$ cat config.mk
export PLATFORM = sky130hd
export DESIGN_NAME = noc_inject_scheduler
export DESIGN_NICKNAME = d
export VERILOG_FILES = /design/src/rtl/noc_pkg.sv /design/src/rtl/rr_arbiter.sv /design/src/rtl/noc_inject_scheduler.sv
export SDC_FILE = /design/constraint.sdc
export NUM_CORES = 1
export LEC_CHECK = 0
export ABC_AREA = 0
export ABC_CLOCK_PERIOD_IN_PS = 3000
export BUFFER_PORTS_ARGS = -buffer_cell sky130_fd_sc_hd__buf_2
export CORE_MARGIN = 2
export CORE_UTILIZATION = 42
export DETAILED_ROUTE_END_ITERATION = 8
export PLACE_DENSITY_LB_ADDON = 0.05
export SETUP_SLACK_MARGIN = 0.5
export SYNTH_ARGS = -nofsm -noshare
export SYNTH_HDL_FRONTEND = slang
export SYNTH_SLANG_ARGS = --single-unit
$ cat constraint.sdc
create_clock -name clock -period 3 [get_ports clock]
set_input_delay 0.6 -clock clock [delete_from_list [all_inputs] [get_ports clock]]
set_output_delay 0.6 -clock clock [all_outputs]
set_load 0.02 [all_outputs]
$ cat src/rtl/noc_pkg.sv
// Shared definitions for the NoC local-port injection path.
//   NOC_FLIT_W    default flit width (matches router data_in)
//   NOC_LEN_W     default payload length field width
//   sched_state_t injection scheduler FSM states
package noc_pkg;

    localparam int NOC_FLIT_W = 16;
    localparam int NOC_LEN_W  = 16;

    typedef enum logic [2:0] {
        IDLE,
        HDR,
        SIZE,
        PAYLOAD,
        DONE
    } sched_state_t;

endpackage

$ cat src/rtl/rr_arbiter.sv
// Combinational round-robin arbiter: picks the first set request at or after ptr_i, wrapping.
//   req_i  in   N       request vector
//   ptr_i  in   IDX_W   highest-priority index this round
//   gnt_o  out  N       one-hot grant (all zero when req_i == 0)
//   idx_o  out  IDX_W   index of the granted requester (0 when req_i == 0)
module rr_arbiter #(
    parameter int N     = 4,
    parameter int IDX_W = $clog2(N)
) (
    input  logic [N-1:0]     req_i,
    input  logic [IDX_W-1:0] ptr_i,
    output logic [N-1:0]     gnt_o,
    output logic [IDX_W-1:0] idx_o
);

    logic found;
    int   cand;

    always_comb begin
        gnt_o = '0;
        idx_o = '0;
        found = 1'b0;
        cand  = 0;
        for (int i = 0; i < N; i++) begin
            // ptr_i < N and i < N, so one conditional subtract is a full modulo
            cand = int'(ptr_i) + i;
            if (cand >= N) begin
                cand = cand - N;
            end
            if (!found && req_i[cand]) begin
                found       = 1'b1;
                gnt_o[cand] = 1'b1;
                idx_o       = IDX_W'(cand);
            end
        end
    end

endmodule

$ cat src/rtl/noc_inject_scheduler.sv
// Packet injection scheduler for the router local port. N_REQ local requesters share one router
// input; they are served round-robin, one whole packet at a time, serialised as
// header (dest) flit, size (length) flit, then the payload flits.
//   clock     in   1             router clock
//   reset     in   1             asynchronous active-high reset
//   req_i     in   N_REQ         packet pending per requester (held until done_o)
//   dest_i    in   N_REQ*FLIT_W  per-requester header flit
//   len_i     in   N_REQ*LEN_W   per-requester payload flit count
//   pdata_i   in   N_REQ*FLIT_W  per-requester payload flit
//   pvalid_i  in   N_REQ         payload flit valid
//   pready_o  out  N_REQ         payload flit accepted (with pvalid_i)
//   grant_o   out  N_REQ         one-hot current owner of the router port
//   done_o    out  N_REQ         one-cycle pulse after the last flit of a packet
//   tx        out  1             flit valid toward router rx
//   data_o    out  FLIT_W        flit toward router data_in (0 when tx is low)
//   credit_i  in   1             router credit; a flit transfers on tx & credit_i
module noc_inject_scheduler
    import noc_pkg::*;
#(
    parameter int N_REQ  = 4,
    parameter int FLIT_W = NOC_FLIT_W,
    parameter int LEN_W  = NOC_LEN_W
) (
    input  logic                    clock,
    input  logic                    reset,
    input  logic [N_REQ-1:0]        req_i,
    input  logic [N_REQ*FLIT_W-1:0] dest_i,
    input  logic [N_REQ*LEN_W-1:0]  len_i,
    input  logic [N_REQ*FLIT_W-1:0] pdata_i,
    input  logic [N_REQ-1:0]        pvalid_i,
    output logic [N_REQ-1:0]        pready_o,
    output logic [N_REQ-1:0]        grant_o,
    output logic [N_REQ-1:0]        done_o,
    output logic                    tx,
    output logic [FLIT_W-1:0]       data_o,
    input  logic                    credit_i
);

    localparam int IDX_W = $clog2(N_REQ);

    sched_state_t     state_q, state_d;
    logic [IDX_W-1:0] w_q, w_d;
    logic [IDX_W-1:0] rr_ptr_q, rr_ptr_d;
    logic [N_REQ-1:0] grant_q, grant_d;
    logic [LEN_W-1:0] cnt_q, cnt_d;

    logic [N_REQ-1:0] arb_gnt;
    logic [IDX_W-1:0] arb_idx;

    logic [FLIT_W-1:0] sel_dest;
    logic [LEN_W-1:0]  sel_len;
    logic [FLIT_W-1:0] sel_pdata;
    logic              sel_pvalid;
    logic              pay_xfer;

    rr_arbiter #(
        .N     (N_REQ),
        .IDX_W (IDX_W)
    ) u_arb (
        .req_i (req_i),
        .ptr_i (rr_ptr_q),
        .gnt_o (arb_gnt),
        .idx_o (arb_idx)
    );

    assign sel_dest   = dest_i[w_q*FLIT_W +: FLIT_W];
    assign sel_len    = len_i[w_q*LEN_W +: LEN_W];
    assign sel_pdata  = pdata_i[w_q*FLIT_W +: FLIT_W];
    assign sel_pvalid = pvalid_i[w_q];
    assign pay_xfer   = sel_pvalid & credit_i;
    assign grant_o    = grant_q;

    // State register
    always_ff @(posedge clock or posedge reset) begin
        if (reset) begin
            state_q <= IDLE;
        end else begin
            state_q <= state_d;
        end
    end

    // Next-state logic
    always_comb begin
        state_d = state_q;
        unique case (state_q)
            IDLE:    if (|req_i) state_d = HDR;
            HDR:     if (credit_i) state_d = SIZE;
            SIZE:    if (credit_i) state_d = (cnt_q != '0) ? PAYLOAD : DONE;
            // cnt is compared against 1 before the decrement, so it never wraps
            PAYLOAD: if (pay_xfer && cnt_q == LEN_W'(1)) state_d = DONE;
            DONE:    state_d = IDLE;
            default: state_d = IDLE;
        endcase
    end

    // Owner, grant, payload counter and round-robin pointer
    always_comb begin
        w_d      = w_q;
        grant_d  = grant_q;
        cnt_d    = cnt_q;
        rr_ptr_d = rr_ptr_q;
        if (state_q == IDLE && |req_i) begin
            w_d     = arb_idx;
            grant_d = arb_gnt;
            cnt_d   = len_i[arb_idx*LEN_W +: LEN_W];
        end
        if (state_q == PAYLOAD && pay_xfer) begin
            cnt_d = cnt_q - LEN_W'(1);
        end
        if (state_q == DONE) begin
            grant_d  = '0;
            rr_ptr_d = (w_q == IDX_W'(N_REQ - 1)) ? '0 : w_q + IDX_W'(1);
        end
    end

    always_ff @(posedge clock or posedge reset) begin
        if (reset) begin
            w_q      <= '0;
            grant_q  <= '0;
            cnt_q    <= '0;
            rr_ptr_q <= '0;
        end else begin
            w_q      <= w_d;
            grant_q  <= grant_d;
            cnt_q    <= cnt_d;
            rr_ptr_q <= rr_ptr_d;
        end
    end

    // Outputs
    always_comb begin
        tx       = 1'b0;
        data_o   = '0;
        pready_o = '0;
        done_o   = '0;
        unique case (state_q)
            HDR: begin
                tx     = 1'b1;
                data_o = sel_dest;
            end
            SIZE: begin
                tx                  = 1'b1;
                data_o[LEN_W-1:0]   = sel_len;
            end
            PAYLOAD: begin
                tx            = sel_pvalid;
                pready_o[w_q] = credit_i;
                if (sel_pvalid) begin
                    data_o = sel_pdata;
                end
            end
            DONE:    done_o[w_q] = 1'b1;
            default: ;
        endcase
    end

    // A requester must hold req_i until its packet has been fully sent
    a_req_held: assert property (@(posedge clock) disable iff (reset)
        (state_q == HDR || state_q == SIZE || state_q == PAYLOAD) |-> req_i[w_q]);

endmodule

==> summary.txt <==
Run status = completed
Internal = 3870 uW
Drt drc = 0
Sw Ratio = 47.6%
Critical Path Fanout Max = 6
R2R setup slack = 370 ps
Max_slew headroom = 52.2%
Hold Violations, Final = 0
LEAKAGE = 0.00300 uW
Cell taking the most area after synthesis = mux4_2
Max IR drop VDD = 0.600 mV
Max-cap viol count = 0
Worst Path Arrival = 2080 ps
Final wirelength = 18.8 mm
Worst-path cell chain = buf_8 > buf_4 > mux4_2 > mux2i_2 > o22ai_1 > buf_2
Syn avg cell area = 9.64 um^2
Clock Sink Count = 27
P&R area growth vs syn = 56.6%
Crit end category = output port
Ports = 232
Nets@finish = 919
Tcrit/Tclk final = 89.3%
Congestion Overflow GR = 0
Reg2reg end = cnt_q[10]
Main combinational cell family by area after synthesis = multiplexers
CP required = 2400 ps
Worst path max stage delay = 520 ps
Post-synthesis simple-gate area fraction = 13.2%
Number of synthesized flops with an enable pin = 0
Final Skew = 6.53 ps
Post-Syn Nets = 657
WS Path Type = reg2out
Hold crit path type = in2async
Initial Util = 43.6%
Layout fillers = 816
Global-route wire length before repair = 28.3 mm
Post-route worst hold slack = 410 ps
Sequential share of power = 10.4%
Worst-path clk slew = 100 ps
CTS tree = built
Synthesis Warnings = 0
H-tree level count = 1
Post-synth top area share = 27.4%
Die Wd = 105 um
Max Clock Freq = 373 MHz
RSZ-0062 raised after global routing = yes
Average wire per standard cell = 22.5 um
Yosys reg bits = 27
Detail Route Antenna Nets = 0
Die Height = 105 um
Layout cells sized above 1 = 63.3%
N_diodes = 0
Dominant synthesized flop cell = dfrtp_1
Core area = 0.00982 mm^2
Vias = 5124
Pre-antenna DRT Iters = 5
Total CTS buffers = 3
Placement Rows = 36
Slew @ Worst Pin = 717 ps
# setup viols final = 0
Full die area = 0.0110 mm^2
Total GRT Usage = 32.8%
Slew Viols, Final = 0
Pin count of the biggest net entering global routing = 22
Logic pwr share = 86.6%
R2r startpoint = rr_ptr_q[0]
Most common library cells after synthesis = 52 x mux4_2, 38 x mux2i_1, 34 x nand2_1
Total power = 7380 uW
Register area share after synthesis = 15.8%
Clock Path Buffers = 2
Post-synthesis mux area share = 41.4%
Via/cell ratio = 6.11
Starting DRT DRC Count = 352
IO buf count = 231
Synth Area in XOR/XNOR = 0.409%
Slowest stage cell, crit path = dfrtp_4
Synth Cell Area = 0.00428 mm^2
Cell count after synthesis = 444
Reg2Reg Depth = 10
Vias in the first global route = 5129
Startpoint Class = flip-flop
Final HPWL DP = 14.2 mm
Skew-Pair Late Insertion Delay = 280 ps
Synth Area in Compound Gates = 19.3%
Final core utilization = 68.3%
Asr flop ratio synth = 100%
Number of distinct library cells after synthesis = 65
Placer Congestion = 0.965
Top-count cell post-synth = mux4_2
Clock network fraction of design power = 3.0%
Synth Area in Adders = 3.16%
Initial antenna violation count = 0
Setup TNS = 0 ps
Largest cells by area after synthesis = mux4_2 27%, dfrtp_1 16%, mux2i_1 8.9%
Pwr/cell area = 1100 mW/mm^2
Tmin final = 2680 ps
Switching pwr = 3510 uW
Clk root buf = clkbuf_8
-- final cells by class --
type,count,area (um^2),area share (%)
Multi-Input combinational cell,355,3730,55.7
Sequential cell,27,682,10.2
Clock buffer,4,45.0,0.672
Tap cell,133,166,2.48
Inverter,24,103,1.53
Timing Repair Buffer,295,1970,29.4
-- worst max-delay path: cells and delay by family, from the launching register on --
kind                   cells  cell delay, ps
AO/OA/AOI/OAI              1             120
buffers and inverters      3             500
flip-flops                 1             520
multiplexers               2             650
-- per-stage QoR --
step                      std cells  setup slack, ps  instance area (um^2)
after floorplan                 444            -47.5                  4360
after global placement          796              247                  5700
after detailed placement        796              129                  5700
after CTS                       837              297                  6500
after global routing            838              278                  6710
final                           838              321                  6710
-- logic make-up after synthesis --
logic type	Yosys count
AO/OA/AOI/OAI	120
AND/OR/NAND/NOR	112
multiplexers	109
buffers and inverters	63
flip-flops	27
adder cells (fa/ha/maj)	11
XOR/XNOR	2
-- how the worst max path moves through the flow --
stage,from,endpoint,slack [ps]
after global routing,state_q[2],data_o[1],280
after CTS,state_q[2],data_o[11],300
final,w_q[0],data_o[7],320
after detailed placement,rr_ptr_q[0],cnt_q[10],130
after global placement,rr_ptr_q[0],cnt_q[14],250
after floorplan,rr_ptr_q[0],cnt_q[15],-50
-- power by group through the flow --
stage | Combinational (uW) | Sequential, uW | Clock [uW]
after floorplan | 3550 | 715 | 0
after global placement | 4580 | 832 | 0
after detailed placement | 4630 | 832 | 0
after CTS | 6070 | 752 | 221
after global routing | 6800 | 785 | 240
final | 6390 | 766 | 224
-- repair_timing --
item	CTS	global route
pin swaps	38	19
cloned	7	0
gates resized for setup	75	47
buffers inserted	30	1
endpoints found under the setup margin	34	44
hold buffers	0	0
-- state kept, by name, indices dropped and copies added (netlist names) --
name	flops
rr_ptr_q	2
state_q	3
w_q	2
cnt_q	16
grant_o	4
-- metal layers --
layer	global-route usage [%]	vias up	share of wire, %
met2	57.7	290	51
met1	42.4	2499	39
met3	5.43	35	7.9
met4	6.76	0	2.4
li1	-	2300	-
met5	0	-	0
-- cell usage in the layout (no fill, tap or decap), types with 6 or more instances in the layout --
cell type  netlist  layout
a21oi_1         23      20
a221oi_1        11       6
a22oi_1          9       8
buf_12           1       9
buf_2            4     216
buf_4            1      47
buf_6            2      14
dfrtp_1         27      24
ha_1            10       6
inv_1           22      20
mux2_2          16      11
mux2_4           2       8
mux2i_1         38      29
mux2i_2          0       6
mux4_2          52      52
nand2_1         34      30
nor2_1          24      20
nor3_1           9       7
o21ai_0         21      19
o221ai_2         1       6
o22ai_1         20      18
Note: power is estimated with default switching activity, not from simulation.
